## src/rtl/rr_arbiter_pkg.sv

```systemverilog
// Shared definitions for the round-robin arbiter: FSM encoding, pointer wrap
// and hold-counter width helpers.
package rr_arbiter_pkg;

   typedef enum logic {
      ST_IDLE = 1'b0,
      ST_BUSY = 1'b1
   } state_t;

   // The counter only has to reach MAX_HOLD-1, so MAX_HOLD+1 codes is a safe bound.
   function automatic int unsigned hold_width(input int unsigned max_hold);
      return (max_hold == 0) ? 1 : $clog2(max_hold + 1);
   endfunction

   // Explicit wrap so requester counts that are not a power of two still rotate.
   function automatic int unsigned ptr_next(input int unsigned idx,
                                            input int unsigned vect_w);
      return (idx >= vect_w - 1) ? 0 : idx + 1;
   endfunction

endpackage

```

## src/rtl/rr_arbiter_if.sv

```systemverilog
// Request/grant bundle between the request sources and the arbiter; the
// arbiter uses the slave view, request sources the master view.
interface rr_arbiter_if #(
   parameter int unsigned VECT_W = 8,
   parameter int unsigned BIN_W  = 3
);

   logic [VECT_W-1:0] req;
   logic              done;
   logic [VECT_W-1:0] grant;
   logic [BIN_W-1:0]  grant_idx;
   logic              grant_valid;
   logic              timeout;

   modport master (
      output req, done,
      input  grant, grant_idx, grant_valid, timeout
   );

   modport slave (
      input  req, done,
      output grant, grant_idx, grant_valid, timeout
   );

endinterface

```

## src/rtl/rr_arbiter_onehot_enc.sv

```systemverilog
// One-hot to binary encoder: each index bit is the OR of the one-hot bits
// whose position has that bit set. An all-zero input encodes to 0.
module onehot_enc #(
   parameter int unsigned VECT_W = 8,
   parameter int unsigned BIN_W  = 3
) (
   input  logic [VECT_W-1:0] onehot,
   output logic [BIN_W-1:0]  bin
);

   always_comb begin
      // NOTE: assign every combinational output a default before any branch or
      // loop so no path leaves it unassigned and a latch is never inferred.
      bin = '0;
      for (int unsigned i = 0; i < VECT_W; i++) begin
         if (onehot[i]) begin
            bin = bin | BIN_W'(i);
         end
      end
   end

endmodule

```

## src/rtl/rr_arbiter.sv

```systemverilog
// Round-robin arbiter: registered one-hot grant held until done, withdrawal
// or hold timeout, followed by one idle cycle before re-arbitration.
module rr_arbiter
   import rr_arbiter_pkg::*;
#(
   parameter int unsigned VECT_W   = 8,
   parameter int unsigned BIN_W    = 3,
   parameter int unsigned MAX_HOLD = 4
) (
   input  logic        clk,
   input  logic        rst,
   rr_arbiter_if.slave bus
);

   localparam int unsigned HOLD_W = hold_width(MAX_HOLD);
   localparam logic [HOLD_W-1:0] HOLD_LAST =
      (MAX_HOLD == 0) ? '0 : HOLD_W'(MAX_HOLD - 1);

   state_t              state_q, state_d;
   logic [VECT_W-1:0]   grant_q, grant_d;
   logic [BIN_W-1:0]    ptr_q, ptr_d;
   logic [HOLD_W-1:0]   hold_q, hold_d;
   logic                timeout_q, timeout_d;

   logic [BIN_W-1:0]    grant_idx;
   logic [VECT_W-1:0]   hi_mask;
   logic [VECT_W-1:0]   req_hi;
   logic [VECT_W-1:0]   cand;
   logic [VECT_W-1:0]   pick;
   logic                owner_req;
   logic                hold_expired;
   logic                release_now;

   onehot_enc #(
      .VECT_W (VECT_W),
      .BIN_W  (BIN_W)
   ) u_enc (
      .onehot (grant_q),
      .bin    (grant_idx)
   );

   // Priority scan from ptr upward with wrap: requesters at or above ptr win;
   // if none, the lowest requester overall wins. No modulo arithmetic needed.
   always_comb begin
      hi_mask = '0;
      for (int unsigned i = 0; i < VECT_W; i++) begin
         hi_mask[i] = (i >= 32'(ptr_q));
      end
      req_hi = bus.req & hi_mask;
      cand   = (req_hi != '0) ? req_hi : bus.req;
      pick   = cand & (~cand + VECT_W'(1));
   end

   assign owner_req    = |(bus.req & grant_q);
   assign hold_expired = (MAX_HOLD != 0) && (hold_q == HOLD_LAST);
   assign release_now  = bus.done || !owner_req || hold_expired;

   always_comb begin
      state_d   = state_q;
      grant_d   = grant_q;
      ptr_d     = ptr_q;
      hold_d    = hold_q;
      timeout_d = 1'b0;

      case (state_q)
         ST_IDLE: begin
            if (bus.req != '0) begin
               grant_d = pick;
               hold_d  = '0;
               state_d = ST_BUSY;
            end
         end

         ST_BUSY: begin
            if (release_now) begin
               grant_d   = '0;
               hold_d    = '0;
               state_d   = ST_IDLE;
               ptr_d     = BIN_W'(ptr_next(32'(grant_idx), VECT_W));
               // Timeout is reported only when it is the sole reason for release.
               timeout_d = !bus.done && owner_req && hold_expired;
            end else if (MAX_HOLD != 0) begin
               hold_d = hold_q + HOLD_W'(1);
            end
         end

         default: begin
            state_d = ST_IDLE;
            grant_d = '0;
         end
      endcase
   end

   always_ff @(posedge clk) begin
      // NOTE: sequential state uses non-blocking assignments so every register
      // samples the pre-edge values and the update order inside the block is irrelevant.
      if (rst) begin
         state_q   <= ST_IDLE;
         grant_q   <= '0;
         ptr_q     <= '0;
         hold_q    <= '0;
         timeout_q <= 1'b0;
      end else begin
         state_q   <= state_d;
         grant_q   <= grant_d;
         ptr_q     <= ptr_d;
         hold_q    <= hold_d;
         timeout_q <= timeout_d;
      end
   end

   assign bus.grant       = grant_q;
   assign bus.grant_idx   = grant_idx;
   assign bus.grant_valid = (grant_q != '0);
   assign bus.timeout     = timeout_q;

   a_grant_onehot0 : assert property (@(posedge clk) disable iff (rst)
      $onehot0(grant_q));

   a_idle_no_grant : assert property (@(posedge clk) disable iff (rst)
      (state_q == ST_IDLE) |-> (grant_q == '0));

   a_busy_has_grant : assert property (@(posedge clk) disable iff (rst)
      (state_q == ST_BUSY) |-> $onehot(grant_q));

   a_timeout_idle : assert property (@(posedge clk) disable iff (rst)
      timeout_q |-> (grant_q == '0));

   a_grant_requested : assert property (@(posedge clk) disable iff (rst)
      (state_q == ST_IDLE && bus.req != '0) |=> ((grant_q & $past(bus.req)) == grant_q));

endmodule

```

## src/flat_wrapper.sv

```systemverilog
// flat-port wrapper written by rule: the top's interface ports become plain ports
module rr_arbiter_flat import rr_arbiter_pkg::*;
#(
   parameter int unsigned VECT_W   = 8,
   parameter int unsigned BIN_W    = 3,
   parameter int unsigned MAX_HOLD = 4
)
  (clk, rst, bus_req, bus_done, bus_grant, bus_grant_idx, bus_grant_valid, bus_timeout);
  rr_arbiter_if #(.VECT_W(VECT_W), .BIN_W(BIN_W)) bus_i ();
  input  logic clk;
  input  logic rst;
  input wire logic [$bits(bus_i.req)-1:0] bus_req;
  input wire logic [$bits(bus_i.done)-1:0] bus_done;
  output wire logic [$bits(bus_i.grant)-1:0] bus_grant;
  output wire logic [$bits(bus_i.grant_idx)-1:0] bus_grant_idx;
  output wire logic [$bits(bus_i.grant_valid)-1:0] bus_grant_valid;
  output wire logic [$bits(bus_i.timeout)-1:0] bus_timeout;
  assign bus_i.req = bus_req;
  assign bus_i.done = bus_done;
  assign bus_grant = bus_i.grant;
  assign bus_grant_idx = bus_i.grant_idx;
  assign bus_grant_valid = bus_i.grant_valid;
  assign bus_timeout = bus_i.timeout;
  rr_arbiter #(.VECT_W(VECT_W), .BIN_W(BIN_W), .MAX_HOLD(MAX_HOLD)) u_core (.clk(clk), .rst(rst), .bus(bus_i));
endmodule
```

## config.mk

```make
export PLATFORM = sky130hd
export DESIGN_NAME = rr_arbiter_flat
export DESIGN_NICKNAME = d
export VERILOG_FILES = /design/src/rtl/rr_arbiter_pkg.sv /design/src/rtl/rr_arbiter_if.sv /design/src/rtl/rr_arbiter_onehot_enc.sv /design/src/rtl/rr_arbiter.sv /design/src/flat_wrapper.sv
export SDC_FILE = /design/constraint.sdc
export NUM_CORES = 1
export LEC_CHECK = 0
export CAP_MARGIN = 10
export CORE_MARGIN = 5
export CORE_UTILIZATION = 35
export CTS_CLUSTER_DIAMETER = 200
export DETAILED_ROUTE_END_ITERATION = 12
export GPL_ROUTABILITY_DRIVEN = 0
export SETUP_SLACK_MARGIN = 0.3
export SYNTH_ARGS = -nofsm -noshare
export SYNTH_HDL_FRONTEND = slang
export SYNTH_SLANG_ARGS = --single-unit
```

## constraint.sdc

```tcl
create_clock -name clk -period 3.2 [get_ports clk]
set_clock_uncertainty 0.2 [all_clocks]
set_input_delay 0.32 -clock clk [delete_from_list [all_inputs] [get_ports clk]]
set_output_delay 0.32 -clock clk [all_outputs]
set_load 0.01 [all_outputs]
```

==> reports/results.md, run 1 <==
| Item | This run |
|:---|:---|
| Run status | finished, final reports clean |
| Transition time at the pin with the least slew margin | 0.464 ns |
| Final hold vios | 0 |
| Boundary pin count | 24 |
| Wire length of the first global-routing pass | 5.16 mm |
| Worst slack after detailed placement | 0.586 ns |
| Reg-to-Reg End | u_core.ptr_q[2]$_SDFFE_PP0P_ |
| Portion of netlist area occupied by mux cells | 0.927% |
| Post-synth net total | 151 |
| Antenna violations before repair | 0 |
| Number of warnings printed during yosys synthesis | 0 |
| Adder and majority gate portion of the synthesized area | 4.63% |
| Largest net degree at the start of global routing | 12 |
| Setup slack after layout | 0.877 ns |
| Number of nets still failing antenna checks after routing | 0 |
| Reported net switching power | 0.000142 W |
| Worst Reg2Reg Path Length in Cells | 7 |
| Number of design rule violations left after detail routing | 0 |
| Post-synthesis average cell area | 7.94 sq um |
| CORE AREA | 3000 sq um |
| Post-synthesis sequential element count | 16 |
| Die extent in y | 65.5 um |
| Synth async-reset ratio | 0% |
| Static leakage power | 0.516 nW |
| Final setup violating endpoints | 0 |
| Antenna diode count | 0 |
| Clock sink total | 16 |
| Ratio of total power to cell area | 344 nW/um^2 |
| Kind of critical path | register to primary output |
| Die width | 65.5 um |
| Total clock buffers created by CTS | 3 |
| Final count of pins violating max slew | 0 |
| Ratio of routed vias to standard cells | 5.91 |
| Area added between synthesis and finish | 26.3% |
| Unrepaired setup endpoints after global routing | no |
| Hold Path Stages | 2 |
| Post-CTS setup buffer count | 0 |
| Slew margin rel. | 68.9% |
| Combinational group share of total power | 22.6% |
| Post-detail-place hpwl | 2.32 mm |
| Number of rows in the core area | 20 |
| Crit Reg-Reg Startpoint | u_core.bus.grant[2]$_SDFFE_PP0P_ |
| Max Fanout on Critical Path | 6 |
| H-tree level count | 1 |
| Most frequent cells in the layout | clkdlybuf4s50_1, nand2_1, dfxtp_1 |
| Synthesized-area fraction occupied by xor and xnor cells | 0% |
| Iter 0 DRT Violations | 79 |
| Wire length on met3 | 207 um |
| R2r setup slk | 0.98 ns |
| Fill cell count | 319 |
| Nets@finish | 173 |
| Register share of total power | 47.4% |
| Kind of end point of the critical path | primary output |
| Commonest non-fill, non-tap cell in the layout | clkdlybuf4s50_1 |
| Number of global-route vias before repair | 1,057 |
| Crit path launch type | register |
| Area of the die | 4300 sq um |
| Netlist area before placement | 1080 sq um |
| Syn Inst Count | 136 |
| Finished Core Util | 45.4% |
| Overall power of the completed layout | 0.000469 W |
| Worst setup path startpoint | u_core.bus.grant[3]$_SDFFE_PP0P_ |
| Internal portion of total power | 0.000327 W |
| Initial Util | 36.0% |
| Share of the synthesized area in compound gates (AO/OA/AOI/OAI) | 26.9% |
| Most used flip-flop cell after synthesis | dfxtp_1 |
| Sum of met2 wire segment lengths after detailed routing | 1.37 mm |
| Hold Path Origin | u_core.hold_q[2]$_SDFFE_PP0P_ |
| Post-synthesis cell type count | 42 |
| Hold EP | u_core.hold_q[2]$_SDFFE_PP0P_ |
| Sum Neg Setup Slack | 0 ns |
| Global route total overflow | 0 |
| Maximum ir drop on the vdd rail | 0.000182 V |
| Number of buffers on the longest clock path | 2 |
| Req. time, crit path | 2.68 ns |
| Clock network latency to the later pin of the worst-skew pair | 0.30 ns |
| Clock share of power | 30.0% |
| Routed length on met1 | 1.41 mm |
| First-pass iteration count of the detailed router | 4 |
| Min Hold Slack | 0.306 ns |
| EDFF count, synth | 0 |
| Post-synthesis sequential area ratio | 29.7% |
| Maximum operating frequency | 0.431 GHz |
| Dominant combinational cell family by area after synthesis | simple AND/OR/NAND/NOR gates |
| Global-route usage over all layers | 15.4% |
| Share of the clock period used by the worst path after layout | 72.6% |
| Post-CTS clock slew at the launch and capture registers of the worst setup and hold paths | 0.11 ns |
| TritonCTS clock tree | yes |
| CTS Root Cell | clkbuf_4 |
| Highest metal layer with signal wires | met4 |
| Max-cap violation count | 0 |
| Arrival time at the worst endpoint | 1.80 ns |
| Post-Synth Simple-Gate Area | 32.6% |
| Routed wire per std cell | 16.0 um |
| Sw Share | 30.3% |
| Via count | 1,122 |
| Tightest Hold Check Type | register to register |
| Total Wirelength | 3.03 mm |
| # hold bufs at CTS | 0 |
| Count of cells resized by post-cts repair | 0 |
| Number of port buffers | 23 |
| Shortest period the worst path allows | 2.32 ns |
| Fraction of layout cells with a size suffix above 1 | 8.28% |
[through the flow]
stage,instance area [sq um],cells
2_1_floorplan,1080,136
3_3_place_gp,1330,186
3_5_place_dp,1330,186
4_1_cts,1360,190
5_1_grt,1360,190
6_report,1360,190
[critical path: stages (launching register included)]
cell and delay (ns):
dfxtp_1 0.38, or4_1 0.60, clkdlybuf4s50_1 0.52
[layer usage]
metal / vias up / GRT usage [%]
met4: 0 / 4.66
li1: 554 / -
met3: 5 / 3.42
met2: 37 / 23.4
met1: 526 / 21.6
met5: - / 0
[power by group through the flow]
stage | clock [W] | combinational, W | sequential (W)
finish | 0.000141 | 0.000106 | 0.000222
global route | 0.000151 | 0.000116 | 0.000224
CTS | 0.000144 | 0.000106 | 0.000222
detailed placement | 0 | 0.000105 | 0.000226
global placement | 0 | 0.000105 | 0.000226
floorplan | 0 | 0.0000635 | 0.000218
[cells in the mapped netlist, drive strengths merged (2+ instances only)]
master	number	area, sq um
a22oi	2	15.0
nor2	10	37.5
nand4	4	25.0
nor2b	2	12.5
o21ai	7	35.0
buf	4	20.0
and3	3	18.8
ha	4	50.1
nand3	4	20.0
dfxtp	16	320
nand2	23	93.8
or4	3	22.5
inv	7	26.3
a2bb2oi	2	17.5
or3	3	18.8
a22o	5	45.0
a21oi	5	28.8
o221ai	2	17.5
nor3	2	10.0
nor4	5	46.3
or2	2	12.5
o31ai	2	15.0
clkbuf	3	11.3
o21a	2	15.0
[kinds of logic after synthesis]
kind of cell | Yosys count
fa+ha+maj | 4
compound gates | 36
flops | 16
simple gates | 65
mux | 1
buf+inv | 14
[how the worst max path moves through the flow]
stage,endpoint,slack (ns),depth (start not counted)
after CTS,bus_grant_idx[1],0.87,2
after detailed placement,u_core.bus.grant[3]$_SDFFE_PP0P_,0.59,5
after global routing,u_core.ptr_q[2]$_SDFFE_PP0P_,0.78,7
after global placement,u_core.bus.grant[3]$_SDFFE_PP0P_,0.65,5
after floorplan,u_core.ptr_q[0]$_SDFFE_PP0P_,1.06,5
final,bus_grant_idx[0],0.88,2
[registers in the layout, indices dropped and copies added (netlist names)]
name,count
u_core.bus.grant,8
u_core.hold_q,3
u_core.ptr_q,3
u_core.bus.timeout,1
u_core.state_q,1
[final cells by class]
cell class | count | area, sq um | share of cell area, %
Timing Repair Buffer | 24 | 238 | 17.4
Multi-Input combinational cell | 106 | 702 | 51.5
Inverter | 7 | 26.3 | 1.93
Sequential cell | 16 | 320 | 23.5
Clock buffer | 4 | 36.3 | 2.66
Tap cell | 33 | 41.3 | 3.03
(Power assumes the default switching activity.)
==> inputs of run 2 (changes only) <==
Clock period 3.2 ns to 2.03 ns, I/O delays scaled along.
==> run 2 against run 1 <==
Net effect:
- global-route usage is 3.1 points higher
- flip-flop and latch count stayed put
- critical path depth is 5 higher
- power is 78% higher
- first-iteration DRC count is 6.3% higher
- critical path type is now register to register
- highest routed layer unchanged
==> reports/results.md, run 2 (synthesis results as in run 1) <==
| Item | This run |
|:---|:---|
| Most frequent CP cell | ha_4 |
| Nets@finish | 219 |
| # hold bufs at CTS | 0 |
| Placed Instance Area | 1670 sq um |
| Antenna violations before repair | 0 |
| Die width | 65.5 um |
| Number of buffers on the longest clock path | 2 |
| Via count | 1,334 |
| Final count of pins violating max slew | 0 |
| Kind of end point of the critical path | register |
| Area added between synthesis and finish | 80.3% |
| Slew margin rel. | 71.7% |
| Kind of critical path | register to register |
| Maximum operating frequency | 0.497 GHz |
| Reported net switching power | 0.000255 W |
| Global-route usage over all layers | 18.5% |
| Largest net degree at the start of global routing | 10 |
| CORE AREA | 3000 sq um |
| Sw Share | 30.6% |
| Fraction of layout cells with a size suffix above 1 | 50.2% |
| Boundary pin count | 24 |
| Sequential cell area | 349 sq um |
| Multi-input logic area | 877 sq um |
| Antenna diode count | 0 |
| CTS Root Cell | clkbuf_4 |
| Series of cell instances along the critical path | or4_4, ha_4, ha_4, inv_2, a311oi_2, mux2i_1, nor2_1 |
| Ratio of routed vias to standard cells | 5.65 |
| R2r setup slk | 0.02 ns |
| Routed wire per std cell | 16.0 um |
| Global route total overflow | 0 |
| First-pass iteration count of the detailed router | 4 |
| Worst Reg2Reg Path Length in Cells | 7 |
| Clock share of power | 26.3% |
| Finished Core Util | 64.8% |
| Hold Path Stages | 4 |
| Number of buffers and inverters on the critical path | 1 |
| TritonCTS clock tree | yes |
| CP max-delay cell | or4_4 |
| Area of the die | 4300 sq um |
| Max-cap violation count | 0 |
| Maximum ir drop on the vdd rail | 0.000373 V |
| Setup slack after layout | 0.0175 ns |
| Crit path launch type | register |
| Iter 0 DRT Violations | 84 |
| Initial Util | 36.0% |
| Post-detail-place hpwl | 2.87 mm |
| Final hold vios | 0 |
| Post-CTS clock slew at the launch and capture registers of the worst setup and hold paths | 0.10 ns |
| Min Hold Slack | 0.295 ns |
| Commonest non-fill, non-tap cell in the layout | buf_4 |
| Final setup violating endpoints | 0 |
| Die extent in y | 65.5 um |
| Worst slack after detailed placement | -0.306 ns |
| Number of global-route vias before repair | 1,307 |
| Crit Reg-Reg Startpoint | u_core.bus.grant[1]$_SDFFE_PP0P_ |
| H-tree level count | 1 |
| Number of flip-flops in the largest register | 8 |
| Number of design rule violations left after detail routing | 0 |
| Arrival time at the worst endpoint | 2.05 ns |
| Area of all placed cells without fillers | 1950 sq um |
| Hold EP | u_core.bus.grant[1]$_SDFFE_PP0P_ |
| Number of rows in the core area | 20 |
| Share of the clock period used by the worst path after layout | 99.1% |
| Register share of total power | 40.2% |
| Clock sink total | 16 |
| Total clock buffers created by CTS | 3 |
| Hold Path Origin | bus_req[1] |
| Most frequent cells in the layout | buf_4, nand2_1, buf_6 |
| Internal portion of total power | 0.000578 W |
| Req. time, crit path | 2.07 ns |
| Run status | finished, final reports clean |
| Delay of the slowest cell on the worst path | 0.58 ns |
| Transition time at the pin with the least slew margin | 0.420 ns |
| Reg-to-Reg End | u_core.ptr_q[2]$_SDFFE_PP0P_ |
| Total Wirelength | 3.77 mm |
| Max Fanout on Critical Path | 3 |
| Shortest period the worst path allows | 2.01 ns |
| Ratio of total power to cell area | 428 nW/um^2 |
| Fill cell count | 257 |
| Critical path depth | 7 |
| Number of nets still failing antenna checks after routing | 0 |
| Unrepaired setup endpoints after global routing | yes |
| Combinational group share of total power | 33.5% |
| Number of port buffers | 23 |
| Static leakage power | 0.863 nW |
| Wire length of the first global-routing pass | 6.19 mm |
| Clock network latency to the later pin of the worst-skew pair | 0.30 ns |
| Family with the most delay on the worst path | simple AND/OR/NAND/NOR gates |
| Tightest Hold Check Type | primary input to register |
[run 2: repair_timing]
action	4_1_cts	5_1_grt
endpoints found under the setup margin	22	22
setup buffers	6	0
pin swaps	17	9
resized for setup	63	22
[run 2: final cells by class]
class                           instances  area share [%]
Inverter                                7            1.35
Sequential cell                        16            17.9
Clock buffer                            4            1.86
Tap cell                               33            2.12
Multi-Input combinational cell        106            45.1
Timing Repair Buffer                   70            31.7
[run 2: worst max path at each step]
stage	startpoint	end
after floorplan	u_core.bus.grant[3]$_SDFFE_PP0P_	u_core.ptr_q[2]$_SDFFE_PP0P_
after global placement	bus_req[6]	u_core.bus.grant[4]$_SDFFE_PP0P_
after detailed placement	bus_req[6]	u_core.bus.grant[4]$_SDFFE_PP0P_
after CTS	u_core.bus.grant[3]$_SDFFE_PP0P_	u_core.ptr_q[2]$_SDFFE_PP0P_
after global routing	u_core.bus.grant[3]$_SDFFE_PP0P_	u_core.ptr_q[2]$_SDFFE_PP0P_
final	u_core.bus.grant[1]$_SDFFE_PP0P_	u_core.ptr_q[2]$_SDFFE_PP0P_
[run 2: through the flow]
stage | total power, W | TNS (ns) | std cells
after floorplan | 0.000455 | 0 | 136
after global placement | 0.000587 | -2.82 | 226
after detailed placement | 0.000588 | -2.94 | 226
after CTS | 0.000830 | 0 | 236
after global routing | 0.000877 | -0.0589 | 236
final | 0.000833 | 0 | 236
[run 2: power by group through the flow]
stage | sequential, W | clock [W] | combinational (W)
after global placement | 0.000345 | 0 | 0.000243
final | 0.000335 | 0.000219 | 0.000279
after detailed placement | 0.000345 | 0 | 0.000243
after floorplan | 0.000344 | 0 | 0.000111
after global routing | 0.000337 | 0.000242 | 0.000298
after CTS | 0.000336 | 0.000228 | 0.000266
[run 2: worst min-delay path, stage by stage]
cell and delay, ns:
dlygate4sd2_1 0.25, buf_4 0.15, nand4b_1 0.08, nand4_1 0.09
[run 2: per-layer routing]
metal	track usage, %	wire length (um)
met5	0	0
met4	3.37	14
met3	5.47	201
met2	33.1	1930
met1	21.9	1620
